===== src/rtl/mult_seq_counter_pkg.sv =====
// Shared multiplier control definitions: step-sequencer state encodings
// reused by the datapath control.
package mult_seq_counter_pkg;

  localparam logic [1:0] IDLE = 2'd0;
  localparam logic [1:0] RUN  = 2'd1;
  localparam logic [1:0] DONE = 2'd2;

  typedef enum logic [1:0] {
    ST_IDLE = IDLE,
    ST_RUN  = RUN,
    ST_DONE = DONE
  } seq_state_t;

endpackage


===== src/rtl/mult_seq_counter.sv =====
// Step sequencer for the multiplier: counts 0..LAST while enabled, one-shot
// or free-running, with a single-cycle done pulse after a one-shot sequence.
module mult_seq_counter
  import mult_seq_counter_pkg::*;
#(
  parameter int WIDTH = 2,
  parameter int LAST  = 3
) (
  input  logic             clk,
  input  logic             aclr_n,
  input  logic             start,
  input  logic             enable,
  input  logic             mode,
  input  logic             sync_clr,
  output logic [WIDTH-1:0] count_out,
  output logic             busy,
  output logic             tc,
  output logic             done
);

  if (LAST < 1 || LAST > (2**WIDTH) - 1) begin : g_last_check
    $error("mult_seq_counter: LAST=%0d out of range 1..%0d", LAST, (2**WIDTH) - 1);
  end

  localparam logic [WIDTH-1:0] LAST_V = WIDTH'(LAST);

  seq_state_t       state, next_state;
  logic [WIDTH-1:0] count_q, next_count;
  logic             busy_q, done_q;

  // Wrap happens at LAST, not at the natural counter overflow.
  always_comb begin
    next_state = state;
    next_count = count_q;
    tc         = (state == ST_RUN) && enable && (count_q == LAST_V);
    if (sync_clr) begin
      next_state = ST_IDLE;
      next_count = '0;
    end else begin
      case (state)
        ST_IDLE: begin
          next_count = '0;
          if (start || mode) next_state = ST_RUN;
        end
        ST_RUN: begin
          if (enable) begin
            if (count_q == LAST_V) begin
              next_count = '0;
              if (!mode) next_state = ST_DONE;
            end else begin
              next_count = count_q + WIDTH'(1);
            end
          end
        end
        ST_DONE: begin
          next_count = '0;
          next_state = start ? ST_RUN : ST_IDLE;
        end
        default: begin
          next_state = ST_IDLE;
          next_count = '0;
        end
      endcase
    end
  end

  always_ff @(posedge clk or negedge aclr_n) begin
    if (!aclr_n) begin
      state   <= ST_IDLE;
      count_q <= '0;
      busy_q  <= 1'b0;
      done_q  <= 1'b0;
    end else begin
      state   <= next_state;
      count_q <= next_count;
      busy_q  <= (next_state == ST_RUN);
      done_q  <= (next_state == ST_DONE);
    end
  end

  assign count_out = count_q;
  assign busy      = busy_q;
  assign done      = done_q;

endmodule


===== config.mk =====
export PLATFORM = sky130hd
export DESIGN_NAME = mult_seq_counter
export DESIGN_NICKNAME = d
export VERILOG_FILES = /design/src/rtl/mult_seq_counter_pkg.sv /design/src/rtl/mult_seq_counter.sv
export SDC_FILE = /design/constraint.sdc
export NUM_CORES = 1
export LEC_CHECK = 0
export CAP_MARGIN = 20
export CORE_AREA = 2 2 39 41
export CTS_CLUSTER_SIZE = 40
export DETAILED_ROUTE_END_ITERATION = 8
export DIE_AREA = 0 0 41 43
export SLEW_MARGIN = 20
export SYNTH_ARGS = -nofsm -noshare
export SYNTH_HDL_FRONTEND = slang
export SYNTH_SLANG_ARGS = --single-unit

===== constraint.sdc =====
create_clock -name clk -period 1 [get_ports clk]
set_input_delay 0.2 -clock clk [delete_from_list [all_inputs] [get_ports clk]]
set_output_delay 0.2 -clock clk [all_outputs]
set_load 0.03 [all_outputs]

== Word level (Yosys, flattened, before mapping) ==
Cells that the tools add are included.
W data, S select, Z words.

* Word-level logic and storage cells: 26
* Register bits: 6
* Input port bits: 6
* Output and inout bits: 5

* $add $sub $neg: 1
* Multiplexer cells: 11
* Reductions and logical operators: 4
* Eq/ne operators: 6

{| class="wikitable"
|+ Operators by type and width
! operator !! count
|-
| $mux W2 || 9
|-
| $eq A2 B2 Y1 const B || 3
|-
| $pmux W2 S3 || 1
|-
| $eq A2 B1 Y1 const B || 2
|-
| $ne A3 B3 Y1 const B || 1
|-
| $add A2 B1 Y2 const B || 1
|-
| $logic_and A1 B1 Y1 || 2
|-
| $logic_not A2 Y1 || 1
|-
| $logic_or A1 B1 Y1 || 1
|-
| $mux W1 || 1
|}

== Logic depth before layout (Yosys ltp) ==
* Depth in word-level cells: 6
* Depth in mapped cells: 4
* Gate-level depth less buffers: 4

== Worst setup path before layout ==
OpenSTA, ideal clock, no wires.

* Kind: register to output
* Start point: register count_q[0], in the netlist count_out[0]
* End point: output port tc
* Path slack: -0.799 ns
* Buffers on the path: 0
* Stages on the path, launching flop included: 4
* Required time: 0.800 ns
* Arrival time: 1.599 ns
* Path through: dfrtp_1 ha_1 nand2_1 nor3b_1

* Longest elaborated chain between the ends: 2

{| class="wikitable"
|+ RTL lines
! what !! line !! source
|-
| from (decl) || mult_seq_counter.sv:28 || <nowiki>logic [WIDTH-1:0] count_q, next_count;</nowiki>
|-
| from (signal assigned) || mult_seq_counter.sv:75 || <nowiki>count_q <= next_count;</nowiki>
|-
| $eq A2 B2 Y1 || mult_seq_counter.sv:35 || <nowiki>tc = (state == ST_RUN) && enable && (count_q == LAST_V);</nowiki>
|-
| $logic_and A1 B1 Y1 || mult_seq_counter.sv:35 ||
|-
| to (decl) || mult_seq_counter.sv:17 || <nowiki>output logic tc,</nowiki>
|}

Every way passes these cells.

== Worst setup path in the final report ==
Ends and elaborated chain as after synthesis.

==> results.yml <==
synthesis:
  synth_top_family_by_area: "simple AND/OR/NAND/NOR gates"
  synth-simple-area-share_pct: 20.7
  netlist_area_um2: 260
  postSynthNetCount: 30
  synth_seq_cells: 6
  syn_avg_cell_area_um2: 11.3
  synth_area_leader_cell: "dfrtp_1"
  yosys_warnings: 0
  synth_top_area_share_pct: 57.7
  yosys-mux-area-fraction_pct: 3.85
  synthAdderAreaFrac_pct: 4.81
  synth_top_cells_by_area: "dfrtp_1, a21oi_1, nor3b_1"
  synth_xor_xnor_area_share_pct: 0
  synth_compound_area_share_pct: 11.5
  syn_inst: 23
  yosysSeqAreaShare_pct: 57.7
  synth_cell_types: 13
floorplanning:
  core.rowCount: 14
  io_pins: 11
  initial_utilization_pct: 18.8
  core_um2: 1380
  die_y_um: 43
  die_width_um: 41
  die_area_um2: 1760
cts:
  insertion_delay_ns: 0.25
  clk_pin_slew_ns: 0.05
  htree_levels: 1
  tritoncts: "done"
  clkSinkCount: 6
  clock_path_buffers: 2
  cts-root-buf: "clkbuf_4"
  cts_made_buffers: 3
place:
  dp_hpwl_um: 505
  io_buffers: 10
  place.gp.congestion: 0.608
  placed_cells: 54
  postPlaceCellArea_um2: 442
final_layout:
  fillers: 140
  synthToLayoutAreaGrowth_pct: 113
  fin_cells: 63
  seq_area_um2: 153
  multi_input_area_um2: 168
  final_common_cell: "buf_4"
  diodes: 0
  fin_nets: 55
  final_core_util_pct: 40.1
  drive_gt1_share_pct: 63.8
  fin_area_um2: 556
  final_cell_mix: "buf_4, buf_6, clkdlybuf4s50_1, dfrtp_1"
critical_path:
  max_stage_delay_ns: 0.38
  worst_setup_path_end_kind: "output pin"
  cp_cell_sequence: "ha_4 > nand2_4 > nor3b_4 > buf_6"
  path_buf_inv: 1
  path_max_fanout: 2
  required_ns: 0.80
  crit_family: "flip-flops"
  critical_path.slowest_cell: "dfrtp_2"
  cp.arrival_ns: 1.17
  worstSetupPathType: "reg2out"
  startpoint_type: "flop"
sta:
  hold_slack_ns: 0.188
  setup_viol: 9
  fin_crit_sh_pct: 137
  tightest_slew_ns: 0.280
  final.min_clock_period_ns: 1.37
  slew_headroom_pct: 81.2
  rsz0062_at_grt: "yes"
  fmax_ghz: 0.728
  finClkSkew_ns: 0.0103
  hold_viol: 0
  maxSlewViolCount: 0
  final.setup.worst_slack_ns: -0.374
power:
  powerDensity_nw_per_um2: 1110
  power.total_w: 0.000616
  vdd_drop_max_uv: 450
  p_leak_nw: 0.257
global_route:
  grt_pass1_wl_um: 1100
  antenna_found_initial: 0
  grt_pass1_vias: 271
  grt_usage_pct: 9.81
  overflow: 0
  grt_max_degree: 7
detailed_routing:
  routed_wl_um: 724
  dr.pass1.iters: 1
  vias_per_cell: 4.30
  drt_iter0_drc: 0
  drtAntennaViolNets: 0
  wl_per_cell_um: 11.5
  vias: 271
  drcViolationCount: 0
status:
  violations: "setup timing"
  status: "complete, but fails checks"
min_path:
  hp-class: "in2async"
flow_run:
  cap_violations: 0
-- worst reg2reg max path: cells and delay by family (launching register included) --
family | cells | cell delay, ns
AOI/OAI and AO/OA | 3 | 0.36
buffers and inverters | 2 | 0.24
DFF | 1 | 0.42
adders and majority gates | 1 | 0.18
-- cells in the mapped netlist --
cell type / count
o21bai_1: 1
inv_1: 1
nand2_1: 1
ha_1: 1
nor2_1: 2
a21boi_1: 1
or3b_1: 1
nand2b_2: 1
a21oi_1: 3
dfrtp_1: 6
mux2i_1: 1
nor3_1: 2
nor3b_1: 2
-- where the power goes --
group	total (W)	internal [W]	switching (W)	leakage, nW
clock	0.000252	0.000152	0.000101	0.0150
sequential	0.000258	0.000252	0.00000604	0.0767
combinational	0.000106	0.0000592	0.0000466	0.166
total	0.000616	0.000463	0.000153	0.257
-- through the flow --
step           TNS [ns]  worst slack, ns
6_report          -2.07           -0.374
5_1_grt           -2.42           -0.417
4_1_cts           -1.68           -0.369
3_5_place_dp      -2.29           -0.388
3_3_place_gp      -2.15           -0.367
2_1_floorplan    -0.425           -0.243
-- metal layers --
metal	GRT usage (%)	part of all wire, %
met4	8.00	1.9
met3	3.14	8.7
met5	0	0
met1	11.8	42
met2	13.4	47
-- cell type report --
| cell class | instances | area share, % |
|---|---|---|
| Tap cell | 16 | 3.60 |
| Timing Repair Buffer | 20 | 33.3 |
| Multi-Input combinational cell | 16 | 30.2 |
| Inverter | 1 | 0.676 |
| Clock buffer | 4 | 4.73 |
| Sequential cell | 6 | 27.5 |
-- kinds of logic after synthesis --
kind of cell	after synthesis
flip-flops	6
adder cells (fa/ha/maj)	1
buffers and inverters	1
AND/OR/NAND/NOR	9
AO/OA/AOI/OAI	5
multiplexers	1
-- timing repair --
action	4_1_cts	5_1_grt
endpoints found under the setup margin	9	9
pin swaps	6	4
resized for setup	9	3
endpoints found under the hold margin	0	0
buffers inserted	3	2
hold buffers	0	0
gates cloned	0	0
-- state kept, by name (all words and copies together), names as in the netlist --
register	flops
done	1
state	2
count_out	2
busy	1
-- path summary, 6_finish.rpt --
check	depth (start not counted)	start	endpoint	slack, ns
min reg2reg	2	state[0]$_DFF_PN0_	state[0]$_DFF_PN0_	0.60
max in group asynchronous	1	aclr_n	count_out[1]$_DFFE_PN0P_	0.58
max	4	count_out[0]$_DFFE_PN0P_	tc	-0.37
min	1	aclr_n	state[1]$_DFF_PN0_	0.19
min in group clk	3	start	state[0]$_DFF_PN0_	0.55
max reg2reg	6	count_out[0]$_DFFE_PN0P_	busy$_DFF_PN0_	-0.29
No activity file was read; power rests on OpenSTA's default activity.
